**src/rtl/icache_pkg.sv**
```systemverilog
// Shared types and helpers for the direct-mapped instruction cache.
// Holds the controller state enum, the line geometry and the address
// field extraction / word-select helpers used by the controller.
package icache_pkg;

    localparam int unsigned OFFSET_W = 4;    // 16-byte line
    localparam int unsigned WORD_W   = 32;
    localparam int unsigned LINE_W   = 128;

    typedef enum logic [1:0] {
        IDLE     = 2'd0,
        MEM_READ = 2'd1,
        UPDATE   = 2'd2
    } state_e;

    // Block address: byte address with the line offset stripped.
    function automatic logic [63:0] addr_block(input logic [63:0] addr);
        return addr >> OFFSET_W;
    endfunction

    // Set index: low index_w bits of the block address.
    function automatic logic [63:0] addr_index(input logic [63:0] addr,
                                               input int unsigned index_w);
        return addr_block(addr) & ((64'd1 << index_w) - 64'd1);
    endfunction

    // Tag: everything above offset and index.
    function automatic logic [63:0] addr_tag(input logic [63:0] addr,
                                             input int unsigned index_w);
        return addr >> (OFFSET_W + index_w);
    endfunction

    // Word within the line (address bits [3:2]).
    function automatic logic [1:0] addr_word(input logic [63:0] addr);
        return 2'(addr >> 2);
    endfunction

    // Select one 32-bit word from a 128-bit line; byte 0 sits in bits [7:0].
    function automatic logic [WORD_W-1:0] word_select(input logic [LINE_W-1:0] line,
                                                      input logic [1:0]        word);
        return line[WORD_W*word +: WORD_W];
    endfunction

endpackage

```
**src/rtl/icache_line_store.sv**
```systemverilog
// Line storage for the instruction cache: valid bits, tags and 128-bit
// line data per set.
// Ports:
//   clock, reset          - clock, synchronous active-high reset (clears valid only)
//   rd_index              - combinational lookup index
//   rd_valid/tag/data     - contents of the looked-up set
//   wr_en/index/tag/data  - synchronous line fill; sets valid for that set
module icache_line_store
    import icache_pkg::*;
#(
    parameter int unsigned NUM_SETS = 8,
    parameter int unsigned INDEX_W  = 3,
    parameter int unsigned TAG_W    = 25
) (
    input  logic               clock,
    input  logic               reset,
    input  logic [INDEX_W-1:0] rd_index,
    output logic               rd_valid,
    output logic [TAG_W-1:0]   rd_tag,
    output logic [LINE_W-1:0]  rd_data,
    input  logic               wr_en,
    input  logic [INDEX_W-1:0] wr_index,
    input  logic [TAG_W-1:0]   wr_tag,
    input  logic [LINE_W-1:0]  wr_data
);

    logic [NUM_SETS-1:0] valid_q;
    logic [NUM_SETS-1:0] valid_d;
    logic [TAG_W-1:0]    tag_q  [NUM_SETS];
    logic [LINE_W-1:0]   data_q [NUM_SETS];

    // Valid bit set on fill.
    always_comb begin
        valid_d = valid_q;
        if (wr_en) begin
            valid_d[wr_index] = 1'b1;
        end
    end

    // Reset only flushes valid bits; tag/data arrays keep stale contents.
    always_ff @(posedge clock) begin
        if (reset) begin
            valid_q <= '0;
        end else begin
            valid_q <= valid_d;
        end
    end

    always_ff @(posedge clock) begin
        if (wr_en) begin
            tag_q[wr_index]  <= wr_tag;
            data_q[wr_index] <= wr_data;
        end
    end

    assign rd_valid = valid_q[rd_index];
    assign rd_tag   = tag_q[rd_index];
    assign rd_data  = data_q[rd_index];

endmodule

```
**src/rtl/icache_controller.sv**
```systemverilog
// Direct-mapped instruction cache controller between fetch and the
// 128-bit block instruction memory. Hits return in the same cycle; a miss
// latches the block address, reads one block from memory, fills the line
// and replays the lookup.
// Ports:
//   clock, reset              - clock, synchronous active-high reset
//   read, address             - CPU fetch request and byte address (PC)
//   readdata, busywait        - fetched instruction, CPU stall
//   mem_read, mem_address     - block read request and block address
//   mem_readdata, mem_busywait- returned block, memory busy
module icache_controller
    import icache_pkg::*;
#(
    parameter int unsigned NUM_SETS = 8,
    parameter int unsigned ADDR_W   = 32
) (
    input  logic                  clock,
    input  logic                  reset,
    input  logic                  read,
    input  logic [ADDR_W-1:0]     address,
    output logic [WORD_W-1:0]     readdata,
    output logic                  busywait,
    output logic                  mem_read,
    output logic [ADDR_W-5:0]     mem_address,
    input  logic [LINE_W-1:0]     mem_readdata,
    input  logic                  mem_busywait
);

    localparam int unsigned INDEX_W = $clog2(NUM_SETS);
    localparam int unsigned BLK_W   = ADDR_W - OFFSET_W;
    localparam int unsigned TAG_W   = ADDR_W - OFFSET_W - INDEX_W;

    logic [TAG_W-1:0]   cpu_tag;
    logic [INDEX_W-1:0] cpu_index;
    logic [1:0]         cpu_word;
    logic               line_valid;
    logic [TAG_W-1:0]   line_tag;
    logic [LINE_W-1:0]  line_data;
    logic               hit;
    logic               fill_en;

    state_e             state_q, state_d;
    logic [BLK_W-1:0]   blk_addr_q, blk_addr_d;
    logic               mem_read_q, mem_read_d;

    // CPU address decode.
    assign cpu_tag   = TAG_W'(addr_tag(64'(address), INDEX_W));
    assign cpu_index = INDEX_W'(addr_index(64'(address), INDEX_W));
    assign cpu_word  = addr_word(64'(address));

    // Fill writes the latched block; suppressed if reset lands in UPDATE.
    assign fill_en = (state_q == UPDATE) && !reset;

    icache_line_store #(
        .NUM_SETS (NUM_SETS),
        .INDEX_W  (INDEX_W),
        .TAG_W    (TAG_W)
    ) u_line_store (
        .clock    (clock),
        .reset    (reset),
        .rd_index (cpu_index),
        .rd_valid (line_valid),
        .rd_tag   (line_tag),
        .rd_data  (line_data),
        .wr_en    (fill_en),
        .wr_index (blk_addr_q[INDEX_W-1:0]),
        .wr_tag   (blk_addr_q[BLK_W-1:INDEX_W]),
        .wr_data  (mem_readdata)
    );

    assign hit      = read && line_valid && (line_tag == cpu_tag);
    assign readdata = word_select(line_data, cpu_word);

    // Next-state: one block read per miss, no overlap.
    always_comb begin
        state_d    = state_q;
        blk_addr_d = blk_addr_q;
        case (state_q)
            IDLE: begin
                if (read && !hit) begin
                    blk_addr_d = BLK_W'(addr_block(64'(address)));
                    state_d    = MEM_READ;
                end
            end
            MEM_READ: begin
                if (!mem_busywait) begin
                    state_d = UPDATE;
                end
            end
            UPDATE: begin
                state_d = IDLE;
            end
            default: begin
                state_d = IDLE;
            end
        endcase
        mem_read_d = (state_d == MEM_READ);
    end

    always_ff @(posedge clock) begin
        if (reset) begin
            state_q    <= IDLE;
            blk_addr_q <= '0;
            mem_read_q <= 1'b0;
        end else begin
            state_q    <= state_d;
            blk_addr_q <= blk_addr_d;
            mem_read_q <= mem_read_d;
        end
    end

    // Stall: lookup result in IDLE, always while a fill is in flight;
    // forced low while reset is held so an abandoned fill releases the CPU.
    always_comb begin
        busywait = 1'b0;
        if (!reset) begin
            if (state_q == IDLE) begin
                busywait = read && !hit;
            end else begin
                busywait = 1'b1;
            end
        end
    end

    assign mem_read    = mem_read_q;
    assign mem_address = blk_addr_q;

endmodule

```
**config.mk**
```make
export PLATFORM = sky130hd
export DESIGN_NAME = icache_controller
export DESIGN_NICKNAME = d
export VERILOG_FILES = /design/src/rtl/icache_pkg.sv /design/src/rtl/icache_line_store.sv /design/src/rtl/icache_controller.sv
export SDC_FILE = /design/constraint.sdc
export NUM_CORES = 1
export LEC_CHECK = 0
export BUFFER_PORTS_ARGS = -buffer_cell sky130_fd_sc_hd__buf_4
export CORE_MARGIN = 2
export CORE_UTILIZATION = 47
export DETAILED_ROUTE_END_ITERATION = 8
export PLACE_DENSITY_LB_ADDON = 0.05
export SLEW_MARGIN = 20
export SYNTH_ARGS = -nofsm -noshare
export SYNTH_HDL_FRONTEND = slang
export SYNTH_SLANG_ARGS = --single-unit
```
**constraint.sdc**
```tcl
create_clock -name clock -period 24.1 [get_ports clock]
set_input_delay 1.205 -clock clock [delete_from_list [all_inputs] [get_ports clock]]
set_output_delay 1.205 -clock clock [all_outputs]
set_load 0.02 [all_outputs]
```
==> impl_metrics.py <==
metrics = {
    "run_status": {
        "status": "complete, no violations",
    },
    "synthesis": {
        "synth_edf_count": 1224,
        "synthAdderAreaFrac_pct": 0,
        "syn-mean-instance-area_um2": 23.9,
        "syn_area_um2": 48300,
        "share_of_synthesized_area_occupied_by_flip_flops_and_latches_pct": 77.8,
        "yosys-top-cells-area": "edfxtp_1, mux4_2, dfxtp_1, mux2i_1, mux2_2",
        "synth_compound_gate_area_share_pct": 0.697,
        "synth_top_flop_cell": "edfxtp_1",
        "post-synth-top-count-cell": "edfxtp_1",
        "ys_ff_latch": 1263,
        "largest_family_of_logic_cells_by_synthesized_area": "multiplexers",
        "asyncSetResetFlopFracSynth_pct": 0,
        "ys_types": 48,
        "synth_simple_gate_area_share_pct": 1.30,
        "post_synth_xor_area_fraction_pct": 0.363,
        "synth_cells": 2016,
        "yosys_top_cell_area_share_pct": 76.2,
        "synth_area_leader_cell": "edfxtp_1",
        "synth.net_count": 2180,
        "multiplexer_fraction_of_the_synthesized_cell_area_pct": 18.8,
        "ys_top_cells_by_count": "edfxtp_1, mux4_2, mux2i_1",
        "ys_warn_count": 0,
    },
    "timing": {
        "finalSetupViolations": 0,
        "maxSlewViolCount": 0,
        "clock-skew-final_ns": 0.0185,
        "final.period_utilization_pct": 29.7,
        "totalNegativeSetupSlack_ns": 0,
        "worstMarginPinSlew_ns": 1.06,
        "minimum_period_implied_by_the_final_worst_setup_slack_ns": 7.16,
        "upper_clock_frequency_limit_mhz": 140,
        "number_of_failing_hold_endpoints_at_the_final_stage": 0,
        "worst_slew_margin_rel_pct": 29.2,
        "unrepaired_setup_endpoints_after_global_routing": "no",
    },
    "pwr": {
        "power.density_cell_area_nw_per_um2": 82.7,
        "irDropWorstVdd_uv": 57.2,
        "p_leak_nw": 17.8,
    },
    "critical_path": {
        "crit_path_top_delay_cell": "buf_4",
        "critPathRequiredTime_ns": 22.89,
        "timing.critical_path.mode_cell": "buf_4",
        "path_delay_family": "buffers and inverters",
        "critical_path.max_fanout": 110,
        "worst_ep_arrival_time_ns": 5.96,
        "timing.critical_path.from_type": "input pin",
        "cp_slowest_stage_delay_ns": 0.85,
        "endpoint_kind": "primary output",
        "worst-setup-path-type": "in -> out",
        "crit_path_cell_trace": "buf_8 -> buf_12 -> buf_4 -> buf_4 -> mux4_2 -> mux4_2 -> mux2_2 -> buf_4",
        "critical_path.n_buffers_inverters": 5,
    },
    "final_layout": {
        "area_delta_synth_final_pct": 15.5,
        "layout-drive-gt1-share_pct": 34.9,
        "nNetsFinal": 2466,
        "stdcell_area_um2": 55800,
    },
    "clock_tree": {
        "tritoncts.num_buffers": 138,
        "cts.repair.resized": 0,
        "cts_hold_repair.buffers": 0,
        "max-clock-path-buffers": 3,
        "clock_input_transition_at_the_sequential_cells_of_the_worst_setup_and_hold_paths_ns": 0.06,
        "clkSinkCount": 1263,
        "tritoncts": "built",
        "clk_root_buffer_cell": "clkbuf_16",
        "clock_tree.htree_level_count": 4,
        "clock_insertion_delay_worst_skew_ns": 0.72,
        "postCtsSetupBuffers": 0,
    },
    "floorplan": {
        "fp.dieH_um": 324,
        "design.core.area_um2": 102000,
        "floorplan.die_area_um2": 105000,
        "start_util_pct": 47.4,
        "rows": 117,
        "ioPinCount": 226,
        "die_w_um": 324,
    },
    "job": {
        "timing.max_cap.violations": 0,
    },
    "drt": {
        "vias": 21300,
        "drt_iter0_drc": 1706,
        "drt_drc_violations_left": 0,
        "detail_route.first_pass.iterations": 5,
        "ant_nets": 0,
        "wirelength_um": 105000,
        "routed_via_density": 5.64,
        "wl_per_cell_um": 27.8,
    },
    "grt": {
        "grt_max_degree": 152,
        "grt_antenna_before_repair": 9,
        "remaining_global_route_overflow": 0,
        "grtUsageTotal_pct": 20.2,
        "grt_pass1_vias": 23200,
        "grt_pass1_wl_um": 155000,
    },
    "placement": {
        "dp_hpwl_um": 54100,
        "finalWeightedCongestion": 0.715,
        "number_of_buffers_inserted_by_port_buffering": 223,
        "dpl_cell_area_um2": 51500,
    },
    "worst_hold_path": {
        "min-delay-path-class": "reg -> reg",
    },
}
-- worst register-to-register path: stages, from the launching register on --
cell and delay, ns:
dfxtp_1 0.39, nor3b_1 0.80, nand2_1 0.43, nor2_4 0.77
buf_4 0.89, buf_4 0.90, buf_4 0.75
-- logic make-up (layout without fill, tap and decap cells) --
group / Yosys count / in the layout
compound gates: 51 / 51
xor+xnor: 20 / 20
buf+inv: 118 / 515
flops: 1263 / 1263
mux: 451 / 451
other cells: 0 / 1
simple gates: 113 / 113
-- placed cells by master, fill, tap and decap left out, types with 8 or more instances in the layout --
master / instances
mux2_2: 36
clkinv_1: 36
mux4_2: 359
o21ai_0: 13
or3_1: 12
nand2b_1: 37
edfxtp_1: 1224
clkbuf_1: 32
clkinv_2: 19
nand2_1: 9
buf_12: 8
buf_4: 239
inv_1: 13
nor2_1: 20
xnor2_1: 13
a21oi_1: 16
clkbuf_16: 144
mux2i_1: 56
dfxtp_1: 39
-- final cells by class --
cell class	count	area, um2
fill	7645	46000
sequential	1263	37500
multi-input combinational	635	10200
clock buffer	179	3760
timing repair buffer	251	2010
tap	1368	1710
clock inverter	72	444
inverter	13	48.8
antenna	1	2.50
-- metal layers --
layer / GRT usage, % / vias up / wire, um
met4: 5.86 / 14 / 2250
met3: 4.46 / 155 / 5080
li1: - / 9215 / -
met2: 33.1 / 451 / 52400
met1: 27.5 / 11500 / 45400
met5: 0 / - / 92
-- per-stage QoR --
step / total power [mW] / hold slack, ns / setup WS, ns / utilization [%] / cells
after detailed placement: 2.71 / 0.456 / 16.63 / 50.7 / 3530
after floorplan: 2.61 / 0.435 / 11.31 / - / 2016
after CTS: 4.67 / 0.469 / 16.62 / 54.8 / 3781
final: 4.61 / 0.467 / 16.94 / 54.8 / 3782
after global routing: 4.77 / 0.495 / 16.37 / 54.8 / 3781
after global placement: 2.71 / 0.447 / 16.68 / 50.7 / 3530
-- power breakdown --
part	switching, mW	total, mW	internal, mW
clock	0.820	1.95	1.13
combinational	0.124	0.234	0.110
sequential	0.00923	2.43	2.42
total	0.953	4.61	3.66
-- state kept, by name, summed over array words and instances (netlist names) --
register,flops
u_line_store.tag_q,200
mem_read,1
u_line_store.valid_q,8
state_q,2
u_line_store.data_q,1024
mem_address,28
-- final timing paths --
check / from / endpoint / slack, ns / depth (start not counted)
hold / removal: u_line_store.valid_q[1]$_SDFFE_PP0P_ / u_line_store.valid_q[1]$_SDFFE_PP0P_ / 0.47 / 2
hold reg to reg: u_line_store.valid_q[1]$_SDFFE_PP0P_ / u_line_store.valid_q[1]$_SDFFE_PP0P_ / 0.47 / 2
setup / recovery: address[4] / readdata[11] / 16.94 / 8
setup reg to reg: state_q[1]$_SDFF_PP0_ / u_line_store.data_q[5][39]$_DFFE_PP_ / 18.76 / 6
Power figures use the tool's default switching activity.
